--- config.mk ---
export PLATFORM = sky130hd
export DESIGN_NAME = bounce_sched
export DESIGN_NICKNAME = d
export VERILOG_FILES = /design/src/rtl/bounce_sched.sv
export SDC_FILE = /design/constraint.sdc
export NUM_CORES = 1
export LEC_CHECK = 0
export ABC_AREA = 1
export CORE_ASPECT_RATIO = 1.75
export CORE_MARGIN = 2
export CORE_UTILIZATION = 49
export DETAILED_ROUTE_END_ITERATION = 16
export PLACE_DENSITY = 0.75
export SLEW_MARGIN = 20
export SYNTH_ARGS = -nofsm -noshare
export SYNTH_HDL_FRONTEND = slang
export SYNTH_SLANG_ARGS = --single-unit
--- constraint.sdc ---
create_clock -name clk -period 4.2 [get_ports clk]
set_clock_uncertainty 0.05 [all_clocks]
set_input_delay 0.84 -clock clk [delete_from_list [all_inputs] [get_ports clk]]
set_output_delay 0.84 -clock clk [all_outputs]
set_load 0.01 [all_outputs]
--- src/rtl/bounce_sched.sv ---
// Per-frame bounce scheduler: on each frame change every sprite is stepped X then Y
// through a single shared adder/clamp, with a colour advance whenever an edge is hit.
module bounce_sched #(
  parameter int NUM_SPRITES   = 2,
  parameter int SCREEN_WIDTH  = 640,
  parameter int SCREEN_HEIGHT = 480,
  parameter int BOX_WIDTH     = 100,
  parameter int BOX_HEIGHT    = 100,
  localparam int XW = $clog2(SCREEN_WIDTH) + 1,
  localparam int YW = $clog2(SCREEN_HEIGHT) + 1,
  localparam int IW = (NUM_SPRITES > 1) ? $clog2(NUM_SPRITES) : 1
) (
  input  logic                      clk,
  input  logic                      rst,
  input  logic [31:0]               frame,
  input  logic                      pause,
  input  logic                      cfg_valid,
  output logic                      cfg_ready,
  input  logic [IW-1:0]             cfg_idx,
  input  logic [XW-1:0]             cfg_xv,
  input  logic [YW-1:0]             cfg_yv,
  output logic [NUM_SPRITES*XW-1:0] box_x,
  output logic [NUM_SPRITES*YW-1:0] box_y,
  output logic [NUM_SPRITES*3-1:0]  color,
  output logic                      busy,
  output logic                      update_done,
  output logic                      overrun
);
  localparam int X_MAX = SCREEN_WIDTH - BOX_WIDTH;
  localparam int Y_MAX = SCREEN_HEIGHT - BOX_HEIGHT;
  localparam int AW    = (XW > YW) ? XW : YW;

  typedef enum logic [1:0] {IDLE, STEP_X, STEP_Y} state_t;

  state_t               state_q, state_d;
  logic [IW-1:0]        idx_q, idx_d;
  logic [31:0]          frame_prev_q, frame_prev_d;
  logic                 pending_q, pending_d;
  logic                 overrun_q, overrun_d;
  logic                 done_q, done_d;
  logic                 xhit_q, xhit_d;
  logic signed [XW-1:0] x_q  [NUM_SPRITES];
  logic signed [XW-1:0] x_d  [NUM_SPRITES];
  logic signed [XW-1:0] xv_q [NUM_SPRITES];
  logic signed [XW-1:0] xv_d [NUM_SPRITES];
  logic signed [YW-1:0] y_q  [NUM_SPRITES];
  logic signed [YW-1:0] y_d  [NUM_SPRITES];
  logic signed [YW-1:0] yv_q [NUM_SPRITES];
  logic signed [YW-1:0] yv_d [NUM_SPRITES];
  logic [2:0]           color_q [NUM_SPRITES];
  logic [2:0]           color_d [NUM_SPRITES];

  logic                 trigger, start;
  logic signed [AW-1:0] op_p, op_v, lim, sum_full, sum, clamped, v_next;
  logic signed [XW-1:0] sum_xw;
  logic signed [YW-1:0] sum_yw;
  logic                 neg, hit;

  assign trigger = (frame != frame_prev_q);
  assign start   = trigger & ~pause;

  // Shared adder/clamp; the Y sum is wrapped at YW bits before clamping
  always_comb begin
    if (state_q == STEP_Y) begin
      op_p = AW'(y_q[idx_q]);
      op_v = AW'(yv_q[idx_q]);
      lim  = AW'(Y_MAX);
    end else begin
      op_p = AW'(x_q[idx_q]);
      op_v = AW'(xv_q[idx_q]);
      lim  = AW'(X_MAX);
    end
    sum_full = op_p + op_v;
    sum_xw   = XW'(sum_full);
    sum_yw   = YW'(sum_full);
    sum      = (state_q == STEP_Y) ? AW'(sum_yw) : AW'(sum_xw);
    neg      = sum[AW-1];
    hit      = neg | (sum >= lim);
    if (neg)            clamped = '0;
    else if (sum > lim) clamped = lim;
    else                clamped = sum;
    v_next = hit ? -op_v : op_v;
  end

  always_comb begin
    state_d      = state_q;
    idx_d        = idx_q;
    frame_prev_d = frame;
    pending_d    = pending_q;
    overrun_d    = overrun_q;
    done_d       = 1'b0;
    xhit_d       = xhit_q;
    x_d          = x_q;
    y_d          = y_q;
    xv_d         = xv_q;
    yv_d         = yv_q;
    color_d      = color_q;
    cfg_ready    = (state_q == IDLE) & ~start & ~pending_q;

    case (state_q)
      IDLE: begin
        if (start || pending_q) begin
          state_d   = STEP_X;
          // a queued sweep and a fresh frame together leave one still queued
          pending_d = pending_q & start;
        end
      end
      STEP_X: begin
        x_d[idx_q]  = XW'(clamped);
        xv_d[idx_q] = XW'(v_next);
        xhit_d      = hit;
        state_d     = STEP_Y;
      end
      STEP_Y: begin
        y_d[idx_q]  = YW'(clamped);
        yv_d[idx_q] = YW'(v_next);
        if (hit || xhit_q)
          color_d[idx_q] = (color_q[idx_q] == 3'd7) ? 3'd1 : color_q[idx_q] + 3'd1;
        if (idx_q == IW'(NUM_SPRITES - 1)) begin
          state_d = IDLE;
          idx_d   = '0;
          done_d  = 1'b1;
        end else begin
          idx_d   = idx_q + IW'(1);
          state_d = STEP_X;
        end
      end
      default: state_d = IDLE;
    endcase

    if (state_q != IDLE && start) begin
      if (pending_q) overrun_d = 1'b1;
      pending_d = 1'b1;
    end

    if (cfg_valid && cfg_ready && (int'(cfg_idx) < NUM_SPRITES)) begin
      xv_d[cfg_idx] = cfg_xv;
      yv_d[cfg_idx] = cfg_yv;
    end
  end

  always_ff @(posedge clk or posedge rst) begin
    if (rst) begin
      state_q      <= IDLE;
      idx_q        <= '0;
      frame_prev_q <= '0;
      pending_q    <= 1'b0;
      overrun_q    <= 1'b0;
      done_q       <= 1'b0;
      xhit_q       <= 1'b0;
      for (int i = 0; i < NUM_SPRITES; i++) begin
        x_q[i]     <= XW'(50 + 150 * i);
        y_q[i]     <= YW'(50 + 60 * i);
        xv_q[i]    <= XW'(2);
        yv_q[i]    <= YW'(1);
        color_q[i] <= 3'b111;
      end
    end else begin
      state_q      <= state_d;
      idx_q        <= idx_d;
      frame_prev_q <= frame_prev_d;
      pending_q    <= pending_d;
      overrun_q    <= overrun_d;
      done_q       <= done_d;
      xhit_q       <= xhit_d;
      x_q          <= x_d;
      y_q          <= y_d;
      xv_q         <= xv_d;
      yv_q         <= yv_d;
      color_q      <= color_d;
    end
  end

  for (genvar g = 0; g < NUM_SPRITES; g++) begin : g_pack
    assign box_x[g*XW +: XW] = x_q[g];
    assign box_y[g*YW +: YW] = y_q[g];
    assign color[g*3 +: 3]   = color_q[g];
  end

  assign busy        = (state_q != IDLE);
  assign update_done = done_q;
  assign overrun     = overrun_q;

endmodule

Word level (Yosys, flattened, before mapping)

Cells that the tools add are included.

Word-level logic and storage cells: 108
Memories kept: 0
Memory bits (writable): 0
Register bits: 129
Output and inout port bits: 52
Bits in latches: 0
Bits in read-only memories: 0

Reduce and logical (&&, ||, !) cells: 13
Shifts and indexed selects: 0
Multiply operators: 0
Magnitude comparators: 6
Eq/ne operators: 5
Div/mod/pow operators: 0
Add/sub/neg operators: 4
Mux-type cells: 53
Bitwise logic cells: 10

Operator list:

| kind                                                                         | count |
|---|---|
| 11-bit two-way mux                                                           | 14 |
| 10-bit two-way mux                                                           | 9 |
| 22-bit bitwise mux                                                           | 3 |
| 20-bit bitwise mux                                                           | 3 |
| 22-bit two-way mux                                                           | 2 |
| 20-bit two-way mux                                                           | 2 |
| 32-bit inequality test                                                       | 1 |
| 11-bit demux with 1-bit select                                               | 2 |
| 10-bit demux with 1-bit select                                               | 2 |
| 3-bit two-way mux                                                            | 5 |
| 11-bit adder                                                                 | 1 |
| 11-bit greater-or-equal comparator                                           | 1 |
| 11-bit greater-than comparator                                               | 1 |
| 11-bit negator                                                               | 1 |
| 1-bit two-way mux                                                            | 7 |
| 6-bit bitwise mux                                                            | 1 |
| 2-bit case mux with 3 select lines                                           | 1 |
| 2-bit AND reduction                                                          | 3 |
| 2-bit nonzero test                                                           | 3 |
| 1-bit bitwise AND                                                            | 4 |
| 2-bit greater-or-equal comparator, second input constant                     | 2 |
| 1-bit logical AND                                                            | 4 |
| 2-bit by 1-bit less-than comparator with 1-bit output, second input constant | 2 |
| 1-bit inverter with 2-bit output                                             | 2 |
| other kinds (12)                                                             | 15 |

Longest topological paths before layout

Word-level depth: 14
Gate-level depth with buffers: 28
Mapped depth without buffers: 25

Worst setup path before layout

Ideal clock, no wire load.

Kind: register -> register
From: register state_q[0]
To: register yv_q[11] (netlist name)
Library setup time: 133 ps
Slack: 388 ps
Data arrival time: 3629 ps
Data required time: 4017 ps
Buffers on the path: 3
Clock period less this slack: 3812 ps
Stages on the path, launching flop included: 29
Cells stage by stage: dfrtp_1 inv_2 nand2_2 buf_4 nor2_4 clkbuf_1 a22oi_1 o21ai_0 ha_1 inv_1 fa_1 inv_1 nand2_1 nand3_1 xor2_1 ha_1 nand2_1 nor2_1 nand3_1 nand3_1 nand2_1 nand2_1 nand2_1 nand2_1 buf_4 nand2_1 nand3_1 nand2_1 o21ai_0

RTL lines:

| item                     | RTL line | source |
|---|---|---|
| start: declaration       | 35       | `state_t state_q, state_d;` |
| start signal: assignment | 159      | `state_q <= state_d;` |
| end signal: assignment   | 169      | `yv_q <= yv_d;` |
| end: declaration         | 48       | `logic signed [YW-1:0] yv_q [NUM_SPRITES];` |

Final worst setup path

From: register state_q[1]
To: register x_q (netlist bit box_x[0])

Longest elaborated chain between the ends: 8
Elaborated cells on any way between the ends: 11
Those cells by class: add/sub (1); order compare (1); eq/ne (2); mux (7)

RTL lines:

| item                           | RTL line | source |
|---|---|---|
| 2-bit == test                  | 64, 76   |  |
| 11-bit two-way mux             | 64       | `if (state_q == STEP_Y) begin` |
| 11-bit adder                   | 73       | `sum_full = op_p + op_v;` |
| 11-bit two-way mux             | 76       | `sum = (state_q == STEP_Y) ? AW'(sum_yw) : AW'(sum_xw);` |
| 11-bit greater-than comparator | 80       | `else if (sum > lim) clamped = lim;` |
| 11-bit two-way mux             | 80       |  |
| 11-bit two-way mux             | 79       | `if (neg) clamped = '0;` |
| 22-bit bitwise mux             | 109      | `x_d[idx_q] = XW'(clamped);` |
| end signal: indexed assignment | 152      | `x_q[i] <= XW'(50 + 150 * i);` |
| end: declaration               | 42       | `logic signed [XW-1:0] x_q [NUM_SPRITES];` |

Parallel ways exist; a longest one is shown, timed or not.
A chain may end at the register's enable or synchronous reset.

==> results.toml <==
[synthesis]
ys_async_sr_fraction_pct = 100
ys.warnings.count = 0
synth_cell_types = 37
post_synth_inst_count = 973
synth_enable_flop_cells = 0
synth_ff_type = "sky130_fd_sc_hd__dfrtp_1"
yosysMostFrequentCell = "sky130_fd_sc_hd__nand2_1"
synth_common_cells = "sky130_fd_sc_hd__nand2_1, sky130_fd_sc_hd__inv_1, sky130_fd_sc_hd__nor2_1"
post_synthesis_instance_area_um2 = 7170
synth.ff_latch_count = 127
sequential_fraction_of_the_synthesis_area_pct = 44.7
synth_top_area_share_pct = 35.9
synth_area_per_cell_um2 = 7.37
post_synth_main_area_contributors = "sky130_fd_sc_hd__dfrtp_1, sky130_fd_sc_hd__nand2_1, sky130_fd_sc_hd__dfstp_2"
synthDominantAreaCellType = "sky130_fd_sc_hd__dfrtp_1"

[clock_network]
clkTransAtPathRegs_ns = 0.06
numClockSinks = 127
root_buffer = "sky130_fd_sc_hd__clkbuf_16"
cts-buffers-inserted = 17
htree_levels = 4
number_of_buffers_inserted_for_hold_repair_after_clock_tree_synthesis = 0
clock_tree_from_tritoncts = "done"
clk-insertion-delay-late_ns = 0.42
cts_max_path_buffers = 2

[final_layout]
antenna-diode-count = 0
multiInputGateArea_um2 = 3450
post_route_cells_drive_above_1_share_pct = 14.7
final_core_util_pct = 66.3
post_layout_nonfiller_instances = 1320
n_fill_cell = 1226
regArea_um2 = 3210
area_growth_pct = 32.8
num-nets-final = 1202

[routing]
ant_nets = 0
route.vias.total = 6991
drt_drc_violations_left = 0
average_detailed_routed_wire_length_per_instance_um = 15.4
drt_pass1_iterations = 7
vias_per_cell = 5.30
routed_wl_mm = 20.3
drt_iter0_markers = 492

[global_route]
grt_start_max_net_pins = 59
grt_pass1_vias = 6782
antenna_violations_before_repair = 0
overflow = 0
grt_first_pass_wirelength_mm = 32.3
grtUsageTotal_pct = 27.1

[worst_setup_path]
critPathTopFamily = "adder cells"
slowest_delay_ns = 0.41
critical_path_required_ns = 4.46
critical_path.startpoint_type = "flop"
worst_path_max_delay_cell = "sky130_fd_sc_hd__dfrtp_1"
critical_path.cell_chain = "nand2_2 > buf_6 > o21ai_0 > o21ai_1 > ha_2 > inv_1 > fa_1 > inv_1 > nand2_1 > nand3_1 > buf_4 > a31o_2 > xnor2_2 > inv_1 > ha_1 > nand2_1 > nor3_1 > nand2_1 > nand4_1 > buf_4 > nand3_1 > o21ai_0"
critPathMaxFanout = 17
reg2reg_slack_ns = 0.15
critical_path.n_buffers_inverters = 6
worstSetupPathType = "flop to flop"
worstSetupEndpointType = "flop"
crit_arrival_ns = 4.31

[sta]
final_period_minus_worst_setup_slack_ns = 4.05
timing_max_transition_violations_final = 0
max_clock_freq_mhz = 247
report.final.setup_viol = 0
max-slew-margin-rel_pct = 34.1
finalHoldViolCount = 0
layout_worst_path_cycle_share_pct = 96.4
timing_worst_slew_pin_value_ns = 0.987

[floorplan]
start_util_pct = 49.9
die_width_um = 95.5
ios = 110
rows = 58
area_enclosed_by_the_die_boundary_um2 = 15700
die_height_um = 164
placeableCoreArea_um2 = 14400

[placed_design]
io_buffer_count = 107
dp_hpwl_mm = 14.8
gp_congestion = 0.986
dpl.cell_count = 1277

[min_path]
hold_path.class = "flop to flop"

[run_status]
outcome = "completed"

[run]
maxCapViolations = 0
stage by stage:
step	area, um2	setup TNS [ns]	worst slack (ns)	hold slack (ns)
floorplan	7180	0	0.388	0.398
global placement	8770	0	0.210	0.413
detailed placement	8770	0	0.109	0.420
CTS	9310	0	0.0827	0.430
global route	9520	-0.0583	-0.0245	0.446
finish	9520	0	0.151	0.426
routing by layer:
layer / global-route usage, % / vias up / wire (um)
li1: - / 3378 / -
met1: 28.0 / 3251 / 7090
met2: 49.5 / 288 / 11200
met3: 5.60 / 74 / 1040
met4: 14.9 / 0 / 977
met5: 0 / - / 0
worst min-delay path, delay by kind of cell (launching register included):
family           cells  cell delay [ns]
flip-flops           1             0.37
AND/OR/NAND/NOR      2             0.11
registers in the layout (all words and copies together) (netlist names):
register      flops
box_x            20
yv_q             20
pending_q         1
state_q           2
overrun           1
update_done       1
xhit_q            1
idx_q             1
color             6
box_y            20
xv_q             22
frame_prev_q     32
cells in the final DEF, fill, tap and decap left out, drive strengths merged, types with 2 or more instances in the layout:
| cell | count |
|---|---|
| a21oi | 49 |
| a22oi | 7 |
| buf | 64 |
| clkbuf | 20 |
| clkdlybuf4s50 | 107 |
| clkinv | 3 |
| clkinvlp | 7 |
| conb | 2 |
| dfrtp | 103 |
| dfstp | 24 |
| ha | 16 |
| inv | 119 |
| nand2 | 314 |
| nand3 | 50 |
| nand4 | 13 |
| nor2 | 110 |
| nor3 | 2 |
| o211ai | 5 |
| o21ai | 75 |
| o221ai | 3 |
| o31ai | 2 |
| or2 | 6 |
| xnor2 | 28 |
| xor2 | 6 |
timing repair:
action | in CTS | in global routing
endpoints found under the setup margin | 0 | 80
gates resized for setup | 0 | 31
setup buffers | 0 | 10
logic make-up (layout without fill, tap and decap cells):
logic type / Yosys count / count (layout) / synth area share, %
AO/OA/AOI/OAI: 144 / 144 / 11.0
XOR/XNOR: 34 / 34 / 4.15
adder cells (fa/ha/maj): 17 / 17 / 3.07
buffers and inverters: 154 / 320 / 8.58
flip-flops: 127 / 127 / 44.7
other: 1 / 2 / 0.0523
AND/OR/NAND/NOR: 496 / 496 / 28.4
area by class of cell:
type	instances	share of cell area, %
well taps	180	2.36
flip-flops and latches	127	33.7
clock inverters	13	1.12
repair buffers	172	17.3
clock buffers	19	4.55
multi-input cells	693	36.3
inverters	116	4.68
final timing paths:
| path | endpoint | startpoint | cells after the start |
|---|---|---|---|
| worst min-delay path | box_x[5]$_DFFE_PP1P_ | box_x[5]$_DFFE_PP1P_ | 2 |
| min in group asynchronous | frame_prev_q[14]$_DFF_PP0_ | rst | 2 |
| worst max register to register | box_x[0]$_DFFE_PP0P_ | state_q[1]$_DFFE_PP0P_ | 22 |
| worst max-delay path | box_x[0]$_DFFE_PP0P_ | state_q[1]$_DFFE_PP0P_ | 22 |
| worst min register to register | box_x[5]$_DFFE_PP1P_ | box_x[5]$_DFFE_PP1P_ | 2 |
| max in group asynchronous | box_y[12]$_DFFE_PP1P_ | rst | 3 |
Power is not shown: default switching activity piles up to over one toggle a cycle in this logic, so the estimate is an artifact.
